File: src/rtl/rr_req_arbiter.sv
// rr_req_arbiter: round-robin arbiter sharing one resource among N requesters.
// The winner search starts at a rotating pointer and scans downward, wrapping
// from 0 to N-1. One registered one-hot grant is held until the owner releases,
// and only a release moves the pointer.
// Optional feature: define ARB_TIMEOUT_EN to force a release after MAX_HOLD
// owned cycles. With the macro undefined no hold counter is built and timeout
// is tied low.
//
// state | meaning
// ------+-------------------------------------------------------------
// IDLE  | no owner; arbitrate among req from ptr downward
// OWN   | grant held; release on done, owner req drop, or forced timeout

module rr_req_arbiter #(
  parameter int N        = 8,
  parameter int IDXW     = $clog2(N),   // derived from N; leave at default
  parameter int MAX_HOLD = 16
) (
  input  logic            clk,
  input  logic            rst_n,
  input  logic [N-1:0]    req,
  input  logic            done,
  output logic [N-1:0]    grant,
  output logic [IDXW-1:0] grant_idx,
  output logic            grant_valid,
  output logic            timeout
);

  typedef enum logic {
    IDLE = 1'b0,
    OWN  = 1'b1
  } state_t;

  state_t          state, state_nxt;
  logic [N-1:0]    grant_nxt;
  logic [IDXW-1:0] idx_nxt;
  logic            valid_nxt;
  logic [IDXW-1:0] ptr, ptr_nxt;
  logic [IDXW-1:0] win, cand;
  logic            found;
  logic            force_rel;
  logic            release_c;

`ifdef ARB_TIMEOUT_EN
  localparam int HW = $clog2(MAX_HOLD + 1);
  logic [HW-1:0] hold_cnt, hold_nxt;
  logic          timeout_q, timeout_nxt;

  // Forced release fires on the last allowed owned cycle.
  assign force_rel = (state == OWN) && (hold_cnt == HW'(MAX_HOLD - 1));
  assign timeout   = timeout_q;
`else
  assign force_rel = 1'b0;
  assign timeout   = 1'b0;
`endif

  // Owner release: done and a req drop in the same cycle are one release.
  assign release_c = done || !req[grant_idx] || force_rel;

  // Priority search starting at ptr, scanning downward with wrap to N-1.
  always_comb begin
    win   = '0;
    found = 1'b0;
    cand  = '0;
    for (int k = 0; k < N; k++) begin
      cand = IDXW'((int'(ptr) + N - k) % N);
      if (!found && req[cand]) begin
        found = 1'b1;
        win   = cand;
      end
    end
  end

  // Next-state and next-output logic; all outputs are registered below.
  always_comb begin
    state_nxt = state;
    grant_nxt = grant;
    idx_nxt   = grant_idx;
    valid_nxt = grant_valid;
    ptr_nxt   = ptr;
`ifdef ARB_TIMEOUT_EN
    hold_nxt    = hold_cnt;
    timeout_nxt = 1'b0;
`endif
    case (state)
      IDLE: begin
        // done is meaningless without an owner and is ignored here.
        if (found) begin
          state_nxt = OWN;
          grant_nxt = {{(N-1){1'b0}}, 1'b1} << win;
          idx_nxt   = win;
          valid_nxt = 1'b1;
`ifdef ARB_TIMEOUT_EN
          hold_nxt  = '0;
`endif
        end
      end
      OWN: begin
`ifdef ARB_TIMEOUT_EN
        hold_nxt = hold_cnt + 1'b1;
`endif
        if (release_c) begin
          state_nxt = IDLE;
          grant_nxt = '0;
          idx_nxt   = '0;
          valid_nxt = 1'b0;
          // The released owner drops to lowest priority on the next search.
          ptr_nxt   = (grant_idx == '0) ? IDXW'(N - 1) : grant_idx - 1'b1;
`ifdef ARB_TIMEOUT_EN
          timeout_nxt = force_rel && !done && req[grant_idx];
`endif
        end
      end
      default: state_nxt = IDLE;
    endcase
  end

  // State, pointer and output registers with asynchronous clear.
  always_ff @(posedge clk or negedge rst_n) begin
    if (!rst_n) begin
      state       <= IDLE;
      grant       <= '0;
      grant_idx   <= '0;
      grant_valid <= 1'b0;
      ptr         <= IDXW'(N - 1);
`ifdef ARB_TIMEOUT_EN
      hold_cnt    <= '0;
      timeout_q   <= 1'b0;
`endif
    end else begin
      state       <= state_nxt;
      grant       <= grant_nxt;
      grant_idx   <= idx_nxt;
      grant_valid <= valid_nxt;
      ptr         <= ptr_nxt;
`ifdef ARB_TIMEOUT_EN
      hold_cnt    <= hold_nxt;
      timeout_q   <= timeout_nxt;
`endif
    end
  end

endmodule

File: config.mk
export PLATFORM = sky130hd
export DESIGN_NAME = rr_req_arbiter
export DESIGN_NICKNAME = d
export VERILOG_FILES = /design/src/rtl/rr_req_arbiter.sv
export SDC_FILE = /design/constraint.sdc
export NUM_CORES = 1
export LEC_CHECK = 0
export CAP_MARGIN = 20
export CORE_UTILIZATION = 45
export DETAILED_ROUTE_END_ITERATION = 6
export PLACE_DENSITY = 0.75
export RECOVER_POWER = 100
export SETUP_SLACK_MARGIN = 0.3
export SYNTH_ARGS = -nofsm -noshare
export SYNTH_HDL_FRONTEND = slang
export SYNTH_SLANG_ARGS = --single-unit
export TNS_END_PERCENT = 20
File: constraint.sdc
create_clock -name clk -period 3.8 [get_ports clk]
set_clock_uncertainty 0.15 [all_clocks]
set_input_delay 0.76 -clock clk [delete_from_list [all_inputs] [get_ports clk]]
set_output_delay 0.76 -clock clk [all_outputs]
set_load 0.01 [all_outputs]
==> results.sh <==
export IMPL_min_period_ns=3.56
export IMPL_vias_per_cell=6.14
export IMPL_clkTransAtPathRegs_ns=0.06
export IMPL_vdd_drop_max_v=0.000619
export IMPL_crit_arrival_ns=3.56
export IMPL_overflow=0
export IMPL_grt_first_pass_wirelength_um=8030
export IMPL_finalWorstSetupSlack_ns=0.240
export IMPL_grt_met2_usage_pct=42.5
export IMPL_hold_class="reg2reg"
export IMPL_rows=23
export IMPL_holdWs_ns=0.320
export IMPL_min_to="grant_valid"
export IMPL_fin_nets=251
export IMPL_clock_fmax_ghz=0.281
export IMPL_dp_slack_ns=-0.0384
export IMPL_r2r_start="ptr[0]"
export IMPL_clock_latency_ns=0.25
export IMPL_port_buffers=22
export IMPL_ant_nets=0
export IMPL_grt_start_max_net_pins=29
export IMPL_slew_headroom_pct=51.9
export IMPL_critPathLaunchType="input pin"
export IMPL_syn_avg_cell_area_um2=9.49
export IMPL_n_antenna_cell=0
export IMPL_worstHoldStart="grant_valid"
export IMPL_start_util_pct=46.8
export IMPL_power_density_nw_per_um2=981
export IMPL_dp_hpwl_um=3480
export IMPL_slowest_delay_ns=0.56
export IMPL_grt_util_met3_pct=2.24
export IMPL_ys_seq_area_share_pct=21.7
export IMPL_met1_usage_pct=31.6
export IMPL_cts_hold_buffers_added=0
export IMPL_fin_area_um2=2450
export IMPL_maxSlewViolCount=0
export IMPL_chipWidth_um=66.3
export IMPL_synth_enable_flop_cells=0
export IMPL_drcViolationCount=0
export IMPL_status="finished, final reports clean"
export IMPL_syn_inst=196
export IMPL_fin_setup_tns_ns=0
export IMPL_cts_root_buf="clkbuf_8"
export IMPL_syn_area_um2=1860
export IMPL_numCtsBuffers=3
export IMPL_critPathMaxFanout=7
export IMPL_place_area_um2=2210
export IMPL_gp_congestion=0.843
export IMPL_drive_gt1_share_pct=32.3
export IMPL_top_usage_layer="met2"
export IMPL_fin_util_pct=61.6
export IMPL_multi_input_area_um2=1470
export IMPL_seq_area_um2=404
export IMPL_worstPathRequired_ns=3.80
export IMPL_rsz0062_at_grt="false"
export IMPL_antenna_found_initial=0
export IMPL_track_usage_pct=24.2
export IMPL_reg2reg_depth=10
export IMPL_dieHeight_um=66.3
export IMPL_htreeDepth=1
export IMPL_reg2reg_to="grant[3]"
export IMPL_clock_sinks=16
export IMPL_cp_slowest_cell="dlygate4sd3_1"
export IMPL_timing_final_crit_share_pct=93.7
export IMPL_crit_path_end_kind="flip-flop"
export IMPL_synth_seq_cells=16
export IMPL_dieArea_um2=4400
export IMPL_instances_no_fill=285
export IMPL_r2r_setup_slack_ns=0.40
export IMPL_worst_pin_slew_ns=0.719
export IMPL_io_pins=24
export IMPL_syn_num_nets=211
export IMPL_yosysWarnings=0
export IMPL_vias=1749
export IMPL_routed_wl_um=5090
export IMPL_ys_types=59
export IMPL_fillCellCount=324
export IMPL_leakage_nw=1.04
export IMPL_maxCapViolCount=0
export IMPL_areaGrowthSynthToFinish_pct=31.5
export IMPL_setup_violations=0
export IMPL_clk_path_buf_depth=2
export IMPL_hold_viol_final=0
export IMPL_dp_cells=274
export IMPL_drt_pass1_iter_count=4
export IMPL_tritoncts="done"
export IMPL_grt_pass1_vias=1676
export IMPL_worstPathCellList="dlygate4sd3_1 > buf_4 > mux4_2 > nor2_4 > a32oi_4 > clkbuf_1 > nor4_4 > nor4_2 > a311oi_4 > nand2b_1 > o31ai_1"
export IMPL_synth_flop_cell="dfrtp_1"
export IMPL_coreArea_um2=3970
export IMPL_holdPathStages=1
export IMPL_synth_async_sr_flop_share_pct=100
export IMPL_wl_per_cell_um=17.9
export IMPL_drt_iter0_drc=124
export IMPL_power_mw=2.40
export IMPL_worst_setup_path_type="in2reg"
## worst max path at each step
stage,startpoint,to,slack [ns],cells after the start
final,req[1],grant[3],0.24,11
after floorplan,ptr[1],grant[2],0.32,12
after CTS,ptr[1],grant[3],0.30,10
after global placement,req[6],grant[3],0.03,10
after global routing,req[1],grant[3],0.12,11
after detailed placement,req[7],grant[3],-0.04,9
## power by group
group	switching (mW)	internal, mW	total (mW)
Sequential	0.0759	0.241	0.317
Clock	0.0596	0.0920	0.152
Combinational	1.04	0.896	1.93
Total	1.17	1.23	2.40
## per-layer routing
metal / wire length (um) / vias to the layer above
li1: - / 821
met1: 2090 / 862
met2: 2660 / 58
met3: 284 / 8
met4: 57 / 0
met5: 0 / -
## placed cells by master, fill, tap and decap left out, types with 2 or more instances in the layout
cell	synthesis	final
a211oi_1	4	2
a211oi_2	0	2
a21o_1	3	3
a21oi_1	5	3
a221oi_4	1	2
a31oi_1	6	6
and3_1	2	2
buf_4	3	22
clkbuf_1	3	3
clkbuf_8	0	4
clkdlybuf4s50_1	0	2
dfrtp_1	13	13
dfstp_2	3	3
dlygate4sd2_1	0	4
dlygate4sd3_1	0	14
dlymetal6s2s_1	0	2
ha_1	4	2
ha_4	0	2
inv_1	11	10
mux2_2	3	2
mux2_4	1	2
mux2i_1	16	16
mux4_2	12	12
nand2_1	24	23
nand2b_1	4	4
nand3_1	3	3
nor2_1	10	10
nor2b_1	2	2
nor3_1	5	5
nor3b_1	2	2
nor4_4	1	2
o21ai_0	6	7
o21ai_1	4	2
o31ai_1	3	2
o41ai_2	2	3
xnor2_1	4	3
## cells in the mapped netlist (all sizes together), types with 2 or more instances
library cell | instances | area share, %
nand2b | 4 | 1.3
mux4 | 12 | 15
nand2 | 24 | 4.8
nor3b | 2 | 0.81
mux2 | 4 | 2.6
a221oi | 2 | 2.2
a211oi | 4 | 1.6
a31oi | 6 | 2.0
ha | 4 | 2.7
inv | 11 | 2.2
nor3 | 5 | 1.3
mux2i | 16 | 8.6
nor4 | 3 | 2.2
clkbuf | 3 | 0.61
and3 | 2 | 0.67
nand3 | 3 | 0.81
a21oi | 5 | 1.3
buf | 11 | 3.9
o41ai | 3 | 2.2
o31ai | 3 | 1.2
dfrtp | 13 | 17
a21o | 3 | 1.2
nor2b | 2 | 0.67
o21ai | 10 | 2.7
dfstp | 3 | 4.2
nor2 | 12 | 2.7
xnor2 | 4 | 1.9
## timing repair
action,in CTS,in global routing
setup buffers,0,7
hold endpoints to repair,0,0
gates resized for setup,8,23
pin swaps,1,9
setup endpoints to repair,11,11
## registers in the layout, indices dropped and copies added (netlist names)
name	count
grant	8
ptr	3
grant_idx	3
grant_valid	1
state	1
## area by class of cell
| class | count | share of cell area, % |
|---|---|---|
| clock buffers | 4 | 2.25 |
| inverters | 11 | 1.69 |
| multi-input cells | 155 | 60.1 |
| flip-flops and latches | 16 | 16.5 |
| well taps | 50 | 2.56 |
| repair buffers | 49 | 16.9 |
## critical path, delay by kind of cell
family / cells / cell delay [ns]
muxes: 1 / 0.51
AOI/OAI and AO/OA: 3 / 0.70
buffers and inverters: 3 / 0.89
and+or+nand+nor: 4 / 0.69
## cell families (layout without fill, tap and decap cells)
| family | count (synthesis) | count (layout) | share of synthesized area (%) |
|---|---|---|---|
| adders and majority gates | 4 | 4 | 2.69 |
| xor gates and xnor gates | 5 | 5 | 2.76 |
| other | 1 | 1 | 0.202 |
| AOI/OAI and AO/OA | 51 | 51 | 22.8 |
| and+or+nand+nor | 62 | 62 | 17.4 |
| buffers and inverters | 25 | 64 | 6.72 |
| muxes | 32 | 32 | 25.8 |
| DFF | 16 | 16 | 21.7 |
No activity file was read; power rests on OpenSTA's default activity.
